[config.mk]
export PLATFORM = sky130hd
export DESIGN_NAME = wb_arbiter
export DESIGN_NICKNAME = d
export VERILOG_FILES = /design/src/rtl/wb_arbiter.sv
export SDC_FILE = /design/constraint.sdc
export NUM_CORES = 1
export LEC_CHECK = 0
export ABC_CLOCK_PERIOD_IN_PS = 6400
export CAP_MARGIN = 15
export CORE_ASPECT_RATIO = 1.5
export CORE_MARGIN = 2
export CORE_UTILIZATION = 48
export CTS_BUF_LIST = sky130_fd_sc_hd__clkbuf_16
export DETAILED_ROUTE_END_ITERATION = 12
export GPL_ROUTABILITY_DRIVEN = 0
export MAX_ROUTING_LAYER = met4
export PLACE_DENSITY = 0.8
export RECOVER_POWER = 25
export SLEW_MARGIN = 40
export SYNTH_ARGS = -nofsm -noshare
export SYNTH_HDL_FRONTEND = slang
export SYNTH_SLANG_ARGS = --single-unit
[constraint.sdc]
create_clock -name clk -period 6.4 [get_ports clk]
set_input_delay 1.28 -clock clk [delete_from_list [all_inputs] [get_ports clk]]
set_output_delay 1.28 -clock clk [all_outputs]
set_load 0.01 [all_outputs]
[src/rtl/wb_arbiter.sv]
// wb_arbiter: writeback arbiter collecting results from NUM_FU functional units
// into one holding slot each and broadcasting one result per cycle on the
// common data bus (register-file write port + wakeup tag), round-robin.
//
// Ports:
//   clk          clock, all state on posedge
//   rst          synchronous active-high reset
//   flush_i      mispredict squash, drops buffered and outgoing results
//   fu_valid_i   per-FU result valid
//   fu_tag_i     per-FU destination physical tag
//   fu_data_i    per-FU 64-bit result
//   fu_ready_o   per-FU accept (combinational)
//   cdb_valid_o  registered broadcast valid
//   cdb_tag_o    registered broadcast tag
//   cdb_data_o   registered broadcast data

`ifndef PRF_IDX_W
`define PRF_IDX_W 7
`endif
`ifndef ZERO_REG
`define ZERO_REG 0
`endif

module wb_arbiter #(
   parameter int unsigned        NUM_FU   = 4,
   parameter int unsigned        IDX_W    = `PRF_IDX_W,
   parameter logic [IDX_W-1:0]   ZERO_TAG = IDX_W'(`ZERO_REG),
   localparam int unsigned       DATA_W   = 64
) (
   input  logic                             clk,
   input  logic                             rst,
   input  logic                             flush_i,
   input  logic [NUM_FU-1:0]                fu_valid_i,
   input  logic [NUM_FU-1:0][IDX_W-1:0]     fu_tag_i,
   input  logic [NUM_FU-1:0][DATA_W-1:0]    fu_data_i,
   output logic [NUM_FU-1:0]                fu_ready_o,
   output logic                             cdb_valid_o,
   output logic [IDX_W-1:0]                 cdb_tag_o,
   output logic [DATA_W-1:0]                cdb_data_o
);

   localparam int unsigned PTR_W = (NUM_FU > 1) ? $clog2(NUM_FU) : 1;

   logic [NUM_FU-1:0]               r_slot_vld;
   logic [NUM_FU-1:0][IDX_W-1:0]    r_slot_tag;
   logic [NUM_FU-1:0][DATA_W-1:0]   r_slot_data;
   logic [PTR_W-1:0]                r_rr_ptr;

   logic                            w_gnt_vld;
   logic [PTR_W-1:0]                w_gnt_idx;
   logic [NUM_FU-1:0]               w_gnt_oh;
   logic [PTR_W-1:0]                w_rr_nxt;
   logic [NUM_FU-1:0]               w_load;

   // Round-robin search over occupied slots starting at r_rr_ptr
   always_comb begin : grant_search
      logic [PTR_W:0] v_cand;
      w_gnt_vld = 1'b0;
      w_gnt_idx = '0;
      w_gnt_oh  = '0;
      v_cand    = '0;
      for (int unsigned i = 0; i < NUM_FU; i++) begin
         v_cand = (PTR_W+1)'(r_rr_ptr) + (PTR_W+1)'(i);
         if (v_cand >= (PTR_W+1)'(NUM_FU)) begin
            v_cand = v_cand - (PTR_W+1)'(NUM_FU);
         end
         if (!w_gnt_vld && r_slot_vld[v_cand[PTR_W-1:0]]) begin
            w_gnt_vld = 1'b1;
            w_gnt_idx = v_cand[PTR_W-1:0];
         end
      end
      if (w_gnt_vld) begin
         w_gnt_oh[w_gnt_idx] = 1'b1;
      end
   end

   // Pointer moves just past the winner, wrapping at NUM_FU
   assign w_rr_nxt = (32'(w_gnt_idx) == NUM_FU - 1) ? '0 : w_gnt_idx + PTR_W'(1);

   // A slot can take a new result if empty or draining this cycle; reset forces accept
   assign fu_ready_o = {NUM_FU{rst}} |
                       ({NUM_FU{~flush_i}} & (~r_slot_vld | w_gnt_oh));

   // Zero-register results are accepted but dropped on the floor
   always_comb begin
      w_load = '0;
      for (int unsigned k = 0; k < NUM_FU; k++) begin
         w_load[k] = fu_valid_i[k] & fu_ready_o[k] & (fu_tag_i[k] != ZERO_TAG);
      end
   end

   // Slot, pointer and broadcast registers
   always_ff @(posedge clk) begin
      if (rst) begin
         r_slot_vld  <= '0;
         r_rr_ptr    <= '0;
         cdb_valid_o <= 1'b0;
         cdb_tag_o   <= '0;
         cdb_data_o  <= '0;
      end else if (flush_i) begin
         r_slot_vld  <= '0;
         cdb_valid_o <= 1'b0;
      end else begin
         cdb_valid_o <= w_gnt_vld;
         if (w_gnt_vld) begin
            cdb_tag_o  <= r_slot_tag[w_gnt_idx];
            cdb_data_o <= r_slot_data[w_gnt_idx];
            r_rr_ptr   <= w_rr_nxt;
         end
         // A new load wins over the drain of the same slot
         for (int unsigned k = 0; k < NUM_FU; k++) begin
            if (w_load[k]) begin
               r_slot_vld[k]  <= 1'b1;
               r_slot_tag[k]  <= fu_tag_i[k];
               r_slot_data[k] <= fu_data_i[k];
            end else if (w_gnt_oh[k]) begin
               r_slot_vld[k]  <= 1'b0;
            end
         end
      end
   end

endmodule

==> flow_summary.ini, run 1 <==
[sta]
rsz0062_at_grt = no
min_period_ns = 4.40
finClkSkew_ns = 0.0176
final_hold_viol_count = 0
fmax_mhz = 227
worst_pin_slew_ns = 0.847
fin_crit_sh = 0.688
setup_ws_ns = 2.00
setup-violations-final = 0
maxSlewViolCount = 0
setup_tns_ns = 0
max_slew_margin = 0.435

[routing]
routed_wl_um = 35500
viasPerCell = 5.49
vias = 8384
post_drt_wl_per_cell_um = 23.3
final_antenna_net_count = 0
drt_iter0_markers = 485
drc_errors = 0
dr.pass1.iters = 5

[critical_path]
critPathMaxFanout = 35
cp.arrival_ns = 3.12
ff2ff_path_depth = 7
critPathLaunch = r_rr_ptr[0]$_SDFFE_PP0P_
r2r_start = r_rr_ptr[0]$_SDFFE_PP0P_
cp-start-kind = register
rrSetupSlack_ns = 2.97
worstSetupPathType = register to output port
endpoint_kind = output port
r2r-end = r_slot_data[235]$_DFFE_PP_
cp.required_ns = 5.12

[power]
peakVddDrop_uv = 274
p_leak_uw = 0.00626
power_density_nw_per_um2 = 290

[synth]
synth_area_um2 = 13100
synth_ff_type = edfxtp_1
synth_fp_nets = 1052
synthCells = 758
ys_types = 38
ys_seq_area_frac = 0.770
yosysWarnings = 0
synth-edff-count = 284
ys_async_sr_fraction = 0
synth-seq-cells = 362
avgSynthCellArea_um2 = 17.3

[hold_path]
hold_depth = 2
min_from = cdb_data_o[1]$_SDFFE_PP0P_
min_to = cdb_data_o[1]$_SDFFE_PP0P_
hold_path.class = register to register

[floorplanning]
initial_utilization = 0.485
die_w_um = 139
dieHeight_um = 206
core_um2 = 27000
pin_count = 367
rows = 74
die_area_um2 = 28700

[layout]
final_layout_size_suffix_gt1_frac = 0.0631
syn2layout_area_growth_pct = 39.6
nNetsFinal = 1426
fin_util = 0.677

[cts]
postCtsSetupBuffers = 0
numCtsBuffers = 34
clk-insertion-delay-late_ns = 0.51
cts_tree = done
htreeDepth = 2
cts.path.max_buffers = 3
clockRootBuffer = clkbuf_16
cts_hold_buffers = 0
clkSlewWorstSetupHoldPaths_ns = 0.07
cts_sinks = 362
cts_resized = 0

[flow_run]
cap_violations = 0

[global_route]
grt_pass1_vias = 8846
grt_antenna_before_repair = 29
grt_overflow = 0
grt_pass1_wl_um = 51400
grt_usage = 0.245
grt_max_degree = 70

[place]
place_ws_ns = 2.18
dp.final_hpwl_um = 24100
portBuffers = 366

[run_status]
outcome = completed
[Yosys cell counts, drive strengths merged, types with 4 or more instances]
master / number / area [µm²]
clkbuf: 10 / 52.6
mux2i: 142 / 1420
dfxtp: 78 / 1560
o221ai: 71 / 622
o21bai: 4 / 30.0
inv: 5 / 18.8
buf: 30 / 230
nor4: 5 / 31.3
a21oi: 5 / 25.0
nor3: 6 / 35.0
nand2: 84 / 320
nor2: 11 / 43.8
edfxtp: 284 / 8530
nand3: 4 / 20.0
[per-layer routing]
metal | GRT usage | part of all wire | wire, µm
met3 | 0.0364 | 0.059 | 2110
met4 | 0.155 | 0.056 | 1990
met2 | 0.429 | 0.54 | 19300
met5 | - | 0 | 0
met1 | 0.260 | 0.34 | 12100
[cells in the final DEF, fill, tap and decap left out, types with 2 or more instances in the layout]
master and count:
a21oi_1 5, buf_4 6, buf_6 4, buf_8 2, bufinv_16 6, clkbuf_16 35, clkdlybuf4s50_1 186, clkinv_1 3
clkinv_2 5, clkinvlp_4 2, dfxtp_1 78, diode_2 28, dlygate4sd3_1 180, edfxtp_1 284, ha_1 3, inv_1 13
mux2i_1 142, nand2_1 82, nand2_2 2, nand2b_1 2, nand3_1 4, nor2_1 6, nor2_4 5, nor3_1 5
nor4_1 5, o21bai_1 4, o221ai_1 71
[registers in the layout, indices dropped and copies added, names as in the netlist]
register     cells
r_slot_data    256
cdb_data_o      64
r_slot_tag      28
cdb_tag_o        7
r_slot_vld       4
r_rr_ptr         2
cdb_valid_o      1
[kinds of logic after synthesis]
family	synth area share
buffers and inverters	0.0230
DFF	0.770
muxes	0.108
AOI/OAI and AO/OA	0.0581
adders and majority gates	0.00286
and+or+nand+nor	0.0371
xor gates and xnor gates	0.000668
[where the power goes]
part           internal [µW]  switching [µW]  total [µW]
Sequential              2640            46.7        2690
Combinational            302             253         555
Clock                   1240             834        2070
Total                   4180            1130        5320
[cell type report]
class	instances	area, µm²
flip-flops and latches	362	10100
clock buffers	35	876
repair buffers	378	3780
diodes	28	70.1
multi-input cells	351	2760
well taps	342	428
fillers	1850	8740
clock inverters	26	274
inverters	5	18.8
[metrics by stage]
| stage | area [µm²] | std cells | power [µW] | hold slack (ns) |
|---|---|---|---|---|
| 2_1_floorplan | 13100 | 758 | 2980 | 0.500 |
| 3_3_place_gp | 17000 | 1436 | 3300 | 0.442 |
| 3_5_place_dp | 17100 | 1438 | 3310 | 0.446 |
| 4_1_cts | 18200 | 1499 | 5370 | 0.463 |
| 5_1_grt | 18300 | 1527 | 5480 | 0.488 |
| 6_report | 18300 | 1527 | 5320 | 0.465 |
[worst max path at each step]
stage,endpoint,slack [ns],depth (start not counted)
3_5_place_dp,r_slot_data[229]$_DFFE_PP_,2.18,5
6_report,fu_ready_o[0],2.00,8
2_1_floorplan,r_slot_data[0]$_DFFE_PP_,0.99,4
3_3_place_gp,r_slot_data[21]$_DFFE_PP_,2.20,5
5_1_grt,fu_ready_o[0],1.81,8
4_1_cts,fu_ready_o[0],1.99,8
[critical path: stages, from the launching register on]
cell and delay, ns:
dfxtp_1 0.49, inv_1 0.13, a21oi_1 0.19, o22a_4 0.58, inv_1 0.10, ha_1 0.20, nor2_1 0.33, o21bai_1 0.11
clkdlybuf4s50_1 0.49
Power figures use the tool's default switching activity.
==> run 2: changes to the inputs <==
--- a/config.mk
+++ b/config.mk
@@ -5,16 +5,16 @@
 export SDC_FILE = /design/constraint.sdc
 export NUM_CORES = 1
 export LEC_CHECK = 0
-export ABC_CLOCK_PERIOD_IN_PS = 6400
+export ABC_CLOCK_PERIOD_IN_PS = 3700
 export CAP_MARGIN = 15
 export CORE_ASPECT_RATIO = 1.5
 export CORE_MARGIN = 2
-export CORE_UTILIZATION = 48
+export CORE_UTILIZATION = 43
 export CTS_BUF_LIST = sky130_fd_sc_hd__clkbuf_16
 export DETAILED_ROUTE_END_ITERATION = 12
 export GPL_ROUTABILITY_DRIVEN = 0
 export MAX_ROUTING_LAYER = met4
-export PLACE_DENSITY = 0.8
+export PLACE_DENSITY = 0.76
 export RECOVER_POWER = 25
 export SLEW_MARGIN = 40
 export SYNTH_ARGS = -nofsm -noshare
==> constraint.sdc (replaced) <==
create_clock -name clk -period 3.7 [get_ports clk]
set_input_delay 0.74 -clock clk [delete_from_list [all_inputs] [get_ports clk]]
set_output_delay 0.74 -clock clk [all_outputs]
set_load 0.01 [all_outputs]
==> run 2 against run 1 <==
  * Sequential cell count stayed put
  * Sequential share of layout area fell by 0.20 points
  * Largest cell class unchanged
  * Sequential power is 73% higher
  * Critical endpoint unchanged
==> flow_summary.ini, run 2 (synthesis gave the netlist of run 1 again) <==
[power]
peakVddDrop_uv = 319
power_uw = 9060
p_sw_uw = 1940
pwr-share-clk = 0.381
power_density_nw_per_um2 = 493
seqPwrFrac = 0.513
p_int_uw = 7110
pwr-share-comb = 0.106
p_sw_frac = 0.214
p_leak_uw = 0.00625

[routing]
drc_errors = 0
vias = 8057
post_drt_wl_per_cell_um = 21.3
drt_iter0_markers = 570
routed_wl_um = 33500
final_antenna_net_count = 0
viasPerCell = 5.12
dr.pass1.iters = 5

[layout]
layout_common_cells = edfxtp_1, clkdlybuf4s50_1, dlygate4sd3_1
syn2layout_area_growth_pct = 40.1
nNetsFinal = 1423
final_common_cell = edfxtp_1
largest_register_ff_count = 256
biggestRegsByFlops = r_slot_data (256), cdb_data_o (64), r_slot_tag (28)
largest_register = r_slot_data
fill_cells = 2233
final_layout_size_suffix_gt1_frac = 0.0597

[global_route]
grt_pass1_wl_um = 49100
grt_antenna_before_repair = 15
grt_usage = 0.211
grt_pass1_vias = 8549
grt_overflow = 0
grt_max_degree = 75

[place]
dp.final_hpwl_um = 21500
portBuffers = 366
place_ws_ns = 0.683

[sta]
rsz0062_at_grt = no
final_hold_viol_count = 0
finClkSkew_ns = 0.0127
worst_pin_slew_ns = 0.683
max_slew_margin = 0.545
min_period_ns = 3.49
maxSlewViolCount = 0
setup_ws_ns = 0.214
setup-violations-final = 0
setup_tns_ns = 0
fin_crit_sh = 0.942
fmax_mhz = 287
holdWs_ns = 0.459

[critical_path]
worstPathCellList = nand2b_1 > a21oi_1 > a211oi_2 > inv_2 > ha_1 > nor2_1 > o21bai_1 > clkdlybuf4s50_1
cp_slowest_cell = dfxtp_1
cp-start-kind = register
r2r_start = r_rr_ptr[0]$_SDFFE_PP0P_
rrSetupSlack_ns = 1.08
r2r-end = cdb_tag_o[2]$_SDFFE_PP0P_
ff2ff_path_depth = 7
endpoint_kind = output port
worstSetupPathType = register to output port
critPathMaxFanout = 9
cp.arrival_ns = 2.75
critPathLaunch = r_rr_ptr[0]$_SDFFE_PP0P_
cp.required_ns = 2.96
slowest_delay_ns = 0.49

[hold_path]
hold_path.class = register to register
min_from = cdb_data_o[16]$_SDFFE_PP0P_
hold_depth = 2
min_to = cdb_data_o[16]$_SDFFE_PP0P_

[run_status]
outcome = completed

[cts]
clkSlewWorstSetupHoldPaths_ns = 0.06
htreeDepth = 2
clockRootBuffer = clkbuf_16
cts_resized = 0
cts_hold_buffers = 0
numCtsBuffers = 34
cts_tree = done
postCtsSetupBuffers = 0
cts_sinks = 362
clk-insertion-delay-late_ns = 0.52
cts.path.max_buffers = 3

[floorplanning]
dieHeight_um = 218
core_um2 = 30200
die_w_um = 147
die_area_um2 = 31900
initial_utilization = 0.435
rows = 78
pin_count = 367

[flow_run]
cap_violations = 0
==> run 2: cell count changes in the layout (fill, tap and decap cells not counted), sizes merged <==
cell	change
inv	-3
buf	-3
clkinv	+6
diode	-10
clkbuf	+2
clkinvlp	-1
bufinv	-3
==> run 2: layout make-up <==
| type | count | area (µm²) | share of cell area |
|---|---|---|---|
| sequential | 362 | 10100 | 0.549 |
| timing repair buffer | 375 | 3840 | 0.209 |
| multi-input combinational | 351 | 2760 | 0.150 |
| clock buffer | 37 | 926 | 0.0504 |
| tap | 400 | 500 | 0.0272 |
| clock inverter | 25 | 185 | 0.0101 |
| antenna | 18 | 45.0 | 0.00245 |
| inverter | 5 | 18.8 | 0.00102 |
==> run 2: per-layer routing <==
layer	GRT usage	share of wire	up-vias
met2	0.367	0.54	330
met4	0.0997	0.035	0
met3	0.0326	0.054	66
met5	-	0	-
met1	0.239	0.37	3937
li1	-	-	3724
==> run 2: how the worst max path moves through the flow <==
stage / endpoint / cells past startpoint
final: fu_ready_o[0] / 8
after global routing: fu_ready_o[0] / 8
after CTS: fu_ready_o[0] / 8
after detailed placement: r_slot_data[172]$_DFFE_PP_ / 5
after global placement: r_slot_data[172]$_DFFE_PP_ / 5
after floorplan: r_slot_data[100]$_DFFE_PP_ / 4
==> run 2: stage by stage <==
| stage | area, µm² | cells | utilization |
|---|---|---|---|
| after floorplan | 13100 | 758 | - |
| after global placement | 17200 | 1492 | 0.570 |
| after detailed placement | 17200 | 1493 | 0.571 |
| after CTS | 18300 | 1555 | 0.608 |
| after global routing | 18400 | 1570 | 0.609 |
| final | 18400 | 1573 | 0.609 |
==> run 2: critical path, delay by kind of cell, from the launching register on <==
kind                       cells  cell delay (ns)
AOI/OAI and AO/OA              3             0.52
adders and majority gates      1             0.21
and+or+nand+nor                2             0.42
buffers and inverters          2             0.60
DFF                            1             0.49
==> run 2: power groups by stage <==
stage	logic, µW	clock network, µW	registers (µW)
6_report	959	3450	4650
5_1_grt	1020	3690	4660
4_1_cts	1010	3540	4650
3_5_place_dp	1000	0	4730
3_3_place_gp	984	0	4720
2_1_floorplan	398	0	4750
==> run 3: changes to the inputs <==
--- a/config.mk
+++ b/config.mk
@@ -9,13 +9,15 @@
 export CAP_MARGIN = 15
 export CORE_ASPECT_RATIO = 1.5
 export CORE_MARGIN = 2
-export CORE_UTILIZATION = 43
+export CORE_UTILIZATION = 40
 export CTS_BUF_LIST = sky130_fd_sc_hd__clkbuf_16
 export DETAILED_ROUTE_END_ITERATION = 12
 export GPL_ROUTABILITY_DRIVEN = 0
 export MAX_ROUTING_LAYER = met4
-export PLACE_DENSITY = 0.76
+export PLACE_DENSITY = 0.71
 export RECOVER_POWER = 25
+export REMOVE_ABC_BUFFERS = 1
+export SKIP_CTS_REPAIR_TIMING = 1
 export SLEW_MARGIN = 40
 export SYNTH_ARGS = -nofsm -noshare
 export SYNTH_HDL_FRONTEND = slang
==> run 3 against run 2 <==
  * Hold slack about the same
  * Wire length grew 3.5%
  * Final area is 0.29% higher
  * Critical path type unchanged
  * Sequential power barely moved
  * Highest routed layer unchanged
==> flow_summary.ini, run 3 (synthesis gave the netlist of run 1 again) <==
[cts]
cts_tree = done
clockRootBuffer = clkbuf_16
numCtsBuffers = 35
clk-insertion-delay-late_ns = 0.52
clkSlewWorstSetupHoldPaths_ns = 0.06
htreeDepth = 2
cts_sinks = 362
cts.path.max_buffers = 3

[global_route]
top_usage_layer = met2
grt_usage = 0.203
grtUsageMet1 = 0.218
use_met3 = 0.0376
grt_pass1_wl_um = 50500
grt_antenna_before_repair = 20
grt_max_degree = 73
grt_overflow = 0
grt_pass1_vias = 8520
gr-usage-met2 = 0.358

[floorplanning]
dieHeight_um = 226
pin_count = 367
initial_utilization = 0.404
rows = 81
die_area_um2 = 34300
die_w_um = 152
core_um2 = 32400

[place]
dp.final_hpwl_um = 23100
place_inst = 1507
portBuffers = 366

[layout]
largest_register_ff_count = 256
final_common_cell = edfxtp_1
largest_register = r_slot_data
final_layout_size_suffix_gt1_frac = 0.0571
fill_cells = 2589
layout_common_cells = edfxtp_1, clkdlybuf4s50_1, dlygate4sd3_1
biggestRegsByFlops = r_slot_data (256), cdb_data_o (64), r_slot_tag (28)
syn2layout_area_growth_pct = 40.5
stdcell_count = 1591
nNetsFinal = 1424

[routing]
dr.pass1.iters = 5
final_antenna_net_count = 0
vias = 8100
viasPerCell = 5.09
drt_iter0_markers = 513
routed_wl_um = 34700
post_drt_wl_per_cell_um = 21.8
drc_errors = 0

[power]
p_leak_uw = 0.00625
power_density_nw_per_um2 = 494
peakVddDrop_uv = 291

[critical_path]
cp.required_ns = 2.96
endpoint_kind = output port
cp.arrival_ns = 2.73
critPathMaxFanout = 6
cp-start-kind = register
worstSetupPathType = register to output port
rrSetupSlack_ns = 1.16

[sta]
fin_crit_sh = 0.938
min_period_ns = 3.47
setup-violations-final = 0
maxSlewViolCount = 0
final_hold_viol_count = 0
finClkSkew_ns = 0.0144
fmax_mhz = 288
worst_pin_slew_ns = 0.687
holdWs_ns = 0.460
max_slew_margin = 0.539
rsz0062_at_grt = no

[flow_run]
cap_violations = 0

[hold_path]
hold_path.class = register to register

[run_status]
outcome = completed
-- run 3: final timing paths --
check / from / to / cells past startpoint
max: r_slot_vld[0]$_SDFFE_PP0P_ / fu_ready_o[3] / 8
min: cdb_data_o[50]$_SDFFE_PP0P_ / cdb_data_o[50]$_SDFFE_PP0P_ / 2
max reg2reg: r_rr_ptr[0]$_SDFFE_PP0P_ / cdb_data_o[39]$_SDFFE_PP0P_ / 7
min reg2reg: cdb_data_o[50]$_SDFFE_PP0P_ / cdb_data_o[50]$_SDFFE_PP0P_ / 2
-- run 3: where the power goes --
group	switching (µW)	internal [µW]
Sequential	75.5	4570
Combinational	434	534
Clock	1460	2020
-- run 3: layout make-up --
type | count | area, µm² | share of cell area
Multi-Input combinational cell | 351 | 2800 | 0.152
Antenna cell | 20 | 50.0 | 0.00272
Inverter | 5 | 18.8 | 0.00102
Timing Repair Buffer | 375 | 3830 | 0.208
Clock buffer | 37 | 926 | 0.0503
Tap cell | 415 | 519 | 0.0282
Sequential cell | 362 | 10100 | 0.548
Clock inverter | 26 | 195 | 0.0106
-- run 3: layer usage --
metal | vias to the layer above | wire, µm
met5 | - | 0
met4 | 0 | 1490
met3 | 82 | 2060
met2 | 341 | 18800
met1 | 3940 | 12400
li1 | 3737 | -
-- run 3: worst max-delay path, stage by stage (launching register included) --
cell and delay (ns):
dfxtp_1 0.43, inv_1 0.12, o22ai_1 0.29, a211oi_4 0.11, buf_4 0.18, ha_1 0.19
nor2b_1 0.31, o21bai_1 0.10, clkdlybuf4s50_1 0.49
-- run 3: per-stage QoR --
stage | setup TNS (ns) | worst slack [ns] | cell area [µm²] | power (µW) | utilization
detailed placement | 0 | 0.529 | 17200 | 5740 | 0.531
CTS | -0.102 | -0.0512 | 18400 | 9220 | 0.566
finish | 0 | 0.231 | 18400 | 9100 | 0.568
floorplan | -1538.75 | -5.78 | 12800 | 5190 | -
global route | 0 | 0.108 | 18400 | 9390 | 0.568
global placement | 0 | 0.665 | 17200 | 5710 | 0.530
